===== src/rtl/adc_wave_meter.sv =====
`default_nettype none
// ============================================================================
// adc_wave_meter : ADC sample-clock driver with windowed frequency/amplitude meter
// Revision 1.0
// ============================================================================
module adc_wave_meter #(
  parameter int unsigned CLK_DIV  = 2,
  parameter int unsigned GATE_CYC = 50_000_000,
  parameter int unsigned HYST     = 8
) (
  input  logic        sys_clk,
  input  logic        sys_rst,
  input  logic [7:0]  ad_data,
  output logic        ad_clk,
  output logic [31:0] freq,
  output logic [7:0]  vmax,
  output logic [7:0]  vmin,
  output logic [7:0]  vpp,
  output logic        meas_valid
);

  typedef enum logic [0:0] {
    ST_LOW  = 1'b0,
    ST_HIGH = 1'b1
  } state_t;

  localparam logic [31:0] C_DIV_LAST  = 32'(CLK_DIV - 1);
  localparam logic [31:0] C_GATE_LAST = 32'(GATE_CYC - 1);
  localparam logic [8:0]  C_HYST      = 9'(HYST);

  logic [31:0] div_cnt_q, div_cnt_d;
  logic        ad_clk_q, ad_clk_d;
  logic [7:0]  smp_q, smp_d;
  logic        smp_v_q, smp_v_d;
  logic [31:0] gate_cnt_q, gate_cnt_d;
  logic [7:0]  cur_max_q, cur_max_d;
  logic [7:0]  cur_min_q, cur_min_d;
  logic [31:0] edge_cnt_q, edge_cnt_d;
  state_t      state_q, state_d;
  logic [7:0]  mid_q, mid_d;
  logic [31:0] freq_q, freq_d;
  logic [7:0]  vmax_q, vmax_d;
  logic [7:0]  vmin_q, vmin_d;
  logic [7:0]  vpp_q, vpp_d;
  logic        meas_valid_q, meas_valid_d;

  logic        div_wrap, sample_en, gate_end, rise, fall;
  logic [8:0]  hi_sum, lo_diff, mid_sum;
  logic [7:0]  hi_th, lo_th, max_fold, min_fold;
  logic [31:0] edge_fold;

  always_comb begin
    div_wrap  = (div_cnt_q == C_DIV_LAST);
    sample_en = div_wrap && ad_clk_q;
    div_cnt_d = div_wrap ? 32'd0 : div_cnt_q + 32'd1;
    ad_clk_d  = ad_clk_q ^ div_wrap;
    smp_v_d   = sample_en;
    smp_d     = sample_en ? ad_data : smp_q;

    gate_end   = (gate_cnt_q == C_GATE_LAST);
    gate_cnt_d = gate_end ? 32'd0 : gate_cnt_q + 32'd1;

    // Thresholds are clamped through the 9th bit (carry above, borrow below).
    hi_sum  = {1'b0, mid_q} + C_HYST;
    lo_diff = {1'b0, mid_q} - C_HYST;
    hi_th   = hi_sum[8]  ? 8'hFF : hi_sum[7:0];
    lo_th   = lo_diff[8] ? 8'h00 : lo_diff[7:0];

    // Folded values include the current sample so a sample landing on the
    // closing cycle still belongs to the window being published.
    max_fold = (smp_v_q && (smp_q > cur_max_q)) ? smp_q : cur_max_q;
    min_fold = (smp_v_q && (smp_q < cur_min_q)) ? smp_q : cur_min_q;
    rise     = smp_v_q && (state_q == ST_LOW)  && (smp_q >= hi_th);
    fall     = smp_v_q && (state_q == ST_HIGH) && (smp_q <= lo_th);
    edge_fold = (rise && (edge_cnt_q != 32'hFFFF_FFFF)) ? edge_cnt_q + 32'd1 : edge_cnt_q;
    mid_sum  = {1'b0, max_fold} + {1'b0, min_fold};

    state_d = state_q;
    if (rise) begin
      state_d = ST_HIGH;
    end else if (fall) begin
      state_d = ST_LOW;
    end

    freq_d       = freq_q;
    vmax_d       = vmax_q;
    vmin_d       = vmin_q;
    vpp_d        = vpp_q;
    mid_d        = mid_q;
    meas_valid_d = gate_end;
    cur_max_d    = max_fold;
    cur_min_d    = min_fold;
    edge_cnt_d   = edge_fold;
    if (gate_end) begin
      freq_d     = edge_fold;
      vmax_d     = max_fold;
      vmin_d     = min_fold;
      vpp_d      = max_fold - min_fold;
      mid_d      = 8'(mid_sum >> 1);
      cur_max_d  = 8'h00;
      cur_min_d  = 8'hFF;
      edge_cnt_d = 32'd0;
    end
  end

  always_ff @(posedge sys_clk) begin
    if (sys_rst) begin
      div_cnt_q    <= 32'd0;
      ad_clk_q     <= 1'b0;
      smp_q        <= 8'h00;
      smp_v_q      <= 1'b0;
      gate_cnt_q   <= 32'd0;
      cur_max_q    <= 8'h00;
      cur_min_q    <= 8'hFF;
      edge_cnt_q   <= 32'd0;
      state_q      <= ST_LOW;
      mid_q        <= 8'd128;
      freq_q       <= 32'd0;
      vmax_q       <= 8'h00;
      vmin_q       <= 8'h00;
      vpp_q        <= 8'h00;
      meas_valid_q <= 1'b0;
    end else begin
      div_cnt_q    <= div_cnt_d;
      ad_clk_q     <= ad_clk_d;
      smp_q        <= smp_d;
      smp_v_q      <= smp_v_d;
      gate_cnt_q   <= gate_cnt_d;
      cur_max_q    <= cur_max_d;
      cur_min_q    <= cur_min_d;
      edge_cnt_q   <= edge_cnt_d;
      state_q      <= state_d;
      mid_q        <= mid_d;
      freq_q       <= freq_d;
      vmax_q       <= vmax_d;
      vmin_q       <= vmin_d;
      vpp_q        <= vpp_d;
      meas_valid_q <= meas_valid_d;
    end
  end

  assign ad_clk     = ad_clk_q;
  assign freq       = freq_q;
  assign vmax       = vmax_q;
  assign vmin       = vmin_q;
  assign vpp        = vpp_q;
  assign meas_valid = meas_valid_q;

endmodule
`default_nettype wire


===== config.mk =====
export PLATFORM = sky130hd
export DESIGN_NAME = adc_wave_meter
export DESIGN_NICKNAME = d
export VERILOG_FILES = /design/src/rtl/adc_wave_meter.sv
export SDC_FILE = /design/constraint.sdc
export NUM_CORES = 1
export LEC_CHECK = 0
export ABC_AREA = 1
export CAP_MARGIN = 10
export CORE_MARGIN = 8
export CORE_UTILIZATION = 60
export DETAILED_ROUTE_END_ITERATION = 12
export HOLD_SLACK_MARGIN = 0.12
export PLACE_DENSITY_LB_ADDON = 0.05
export SETUP_SLACK_MARGIN = 0.2
export SLEW_MARGIN = 0
export SYNTH_ARGS = -nofsm -noshare
export SYNTH_HDL_FRONTEND = slang
export SYNTH_SLANG_ARGS = --single-unit

===== constraint.sdc =====
create_clock -name sys_clk -period 3.7 [get_ports sys_clk]
set_input_delay 0.925 -clock sys_clk [delete_from_list [all_inputs] [get_ports sys_clk]]
set_output_delay 0.925 -clock sys_clk [all_outputs]
set_load 0.02 [all_outputs]

==> run metrics <==
Max Cap Viol 0; Pre-antenna DRT Iters 5; Worst R2R Path Depth 17; Layout Utilization 0.6971; Place WS about 460 ps; Synth top cells by count nand2_1 (529), dfxtp_1 (188), nor2_1 (178); metal3 WL 1.392 mm; Final #Nets roughly 1700; r2r setup slk about 480 ps; drt total wl between 20 and 30 mm; post-route setup slack about 480 ps; internal power around 3200 uW; Tcrit/Tclk final 0.8707; total gr overflow 0; gpl congestion 0.9670; Post-CTS Hold Fix Bufs 0; post-synthesis sequential area ratio 0.3557; Mapped Cells roughly 1600; worst hold path class flip-flop to flip-flop; Reg clk slew, reported paths about 70 ps; yosys warns 0; fill cell count between 1500 and 2000; share of the synthesized area in the top cell type 0.3557; number of global-route vias before repair between 9000 and 10000; Critical Path Fanout Max 9; Worst Setup EP mid_q[7]; Starting Density 0.6117; drt via density around 5.3; num rows 48; WL met1 12.38 mm; RSZ-0062 raised after global routing false; DP Wirelength between 15 and 20 mm; count leader, synth nand2_1; Clk pwr share 0.438; Synth Register Bits about 190; final hold viol count 0; ys async rst share 0; DRC violations left 0; Worst R2R End mid_q[7]; Mapped Area between 10000 and 15000 um^2; layout cells sized above 1 0.04868; outcome completed; Top Metal Used met4; global-route wire length before repair about 44 mm; worst vdd ir ~0.38 mV; worst reg2reg startpoint smp_q[5]; initial DRC count 744; Port Buf Inserts 67; Clk Latency, worst-skew pair approximately 440 ps; startpoint types flip-flop; initial antenna violation count 0; worst path arrival time around 3600 ps; Clock Path Buffers 2; synth top area cells dfxtp_1 (36%), nand2_1 (19%), nor2_1 (6.3%), inv_1 (6.3%), ha_1 (6.3%); Worst Path Required approximately 4000 ps; final setup vio count 0; Syn Nets about 1700; Psw 1068 uW; Worst slew margin 0.2891; WS Path Type flip-flop to flip-flop; clock skew between 10 and 15 ps; Pwr Density 353.9 nW/um^2; total die area approximately 22000 um^2; pin count of the biggest net entering global routing 51; Cell Area, Placed about 11000 um^2; P&R area growth vs syn 13.97%; Post-synth EDFFs 0; worst hold margin ~450 ps; Avg Cell Area, Syn between 6 and 7 um^2; fmax slightly above 300 MHz; ant diodes 0; Final ANT Viol Nets 0; final instance area about 12000 um^2; Die W between 100 and 150 um; CTS Root Cell clkbuf_16; WL per Instance 13.91 um; gr usage total 0.2421; Logic pwr share 0.078; Die Y approximately 150 um; total core area 17300 um^2; Detail Route met2 WL 12.05 mm; Seq pwr share 0.484; final setup TNS 0 ps; Switching Fraction 0.2502; Synth area leader dfxtp_1; CTS tree yes; Leak Pwr roughly 0.0052 uW; total CTS buffers 17; final-report max-slew violation count 0; Ports 68; DR vias around 10000; CP startpoint smp_q[5]; CTS HTree Levels 4; crit end category flip-flop; Netlist cell types 41; ys flop type dfxtp_1; Worst-Margin Slew 1059 ps; minimum clock period about 3200 ps; # clock sinks 188
==> final cells by class <==
type / instances / area [um^2] / area share
flip-flops and latches: 188 / 3764 / 0.3121
repair buffers: 82 / 808.3 / 0.06703
clock buffers: 21 / 460.4 / 0.03819
inverters: 180 / 675.6 / 0.05603
clock inverters: 10 / 132.6 / 0.01100
well taps: 225 / 281.5 / 0.02335
multi-input cells: 1183 / 5936 / 0.4923
==> flip-flops by register name (all words and copies together) (netlist names) <==
| name | cells |
|---|---|
| div_cnt_q | 32 |
| vmin | 8 |
| mid_q | 8 |
| ad_clk | 1 |
| state_q | 1 |
| cur_min_q | 8 |
| cur_max_q | 8 |
| freq | 32 |
| meas_valid | 1 |
| edge_cnt_q | 32 |
| smp_v_q | 1 |
| smp_q | 8 |
| gate_cnt_q | 32 |
| vmax | 8 |
| vpp | 8 |
==> metrics by stage <==
| stage | power, uW | std cells |
|---|---|---|
| 2_1_floorplan | 2344 | 1590 |
| 3_3_place_gp | 2429 | 1858 |
| 3_5_place_dp | 2434 | 1858 |
| 4_1_cts | 4285 | 1889 |
| 5_1_grt | 4428 | 1889 |
| 6_report | 4267 | 1889 |
==> worst max-delay path, stage by stage (launching register included) <==
cell and delay (ps):
dfxtp_1 420, ha_1 280, a21oi_1 180, nor2_1 60, nor2_1 80, nand3_1 300, nand2_4 230, nand2_1 90
nand2_1 80, inv_1 60, ha_1 410, inv_1 140, o21ai_0 250, nand2_1 90, nand3_1 120, nand2_1 70
o21a_1 170, a21oi_1 100
==> worst min path at each step <==
stage,from,end,slack [ps],cells after the start
4_1_cts,vpp[4],vpp[4],450,2
3_3_place_gp,vpp[4],vpp[4],430,2
6_report,gate_cnt_q[0],gate_cnt_q[0],450,1
5_1_grt,freq[11],freq[11],470,2
2_1_floorplan,gate_cnt_q[0],gate_cnt_q[0],420,1
3_5_place_dp,gate_cnt_q[0],gate_cnt_q[0],440,1
==> routing by layer <==
layer | up-vias | track usage
met5 | - | 0
met4 | 0 | 0.06916
met3 | 44 | 0.04430
met2 | 268 | 0.3995
met1 | 4493 | 0.3176
li1 | 5207 | -
==> cells by family after synthesis <==
logic type,count (synthesis),share of synthesized area
XOR/XNOR,57,0.04718
buffers and inverters,219,0.08491
adder cells (fa/ha/maj),55,0.06646
AO/OA/AOI/OAI,125,0.06481
flip-flops,188,0.3557
AND/OR/NAND/NOR,946,0.3809
==> cell usage in the layout (no fill, tap or decap), types with 3 or more instances in the layout <==
master,synthesis,routed
a21oi_1,72,72
a31oi_1,5,5
buf_4,10,13
clkbuf_16,0,17
clkdlybuf4s50_1,0,67
dfxtp_1,188,188
ha_1,53,53
inv_1,177,177
nand2_1,529,527
nand2_2,11,12
nand3_1,113,113
nand4_1,48,48
nor2_1,178,177
nor2_2,7,7
nor2_4,5,6
nor3_1,36,36
nor3b_1,5,5
nor4_1,4,4
o21a_1,5,5
o21ai_0,25,25
o21ai_1,4,4
o21bai_1,3,3
o22ai_1,3,3
o31ai_1,3,3
or2_2,4,4
xnor2_1,16,16
xor2_1,41,41
==> power groups by stage <==
stage          clock, uW  combinational (uW)  sequential, uW
2_1_floorplan          0                 234            2110
3_3_place_gp           0                 319            2110
3_5_place_dp           0                 322            2110
4_1_cts             1890                 326            2060
5_1_grt             1990                 376            2070
6_report            1870                 334            2070
==> what timing repair did <==
| action | in CTS | in global routing |
|---|---|---|
| endpoints found under the setup margin | 0 | 6 |
| buffers inserted | 0 | 0 |
| gates resized for setup | 0 | 2 |
(Power assumes the default switching activity.)
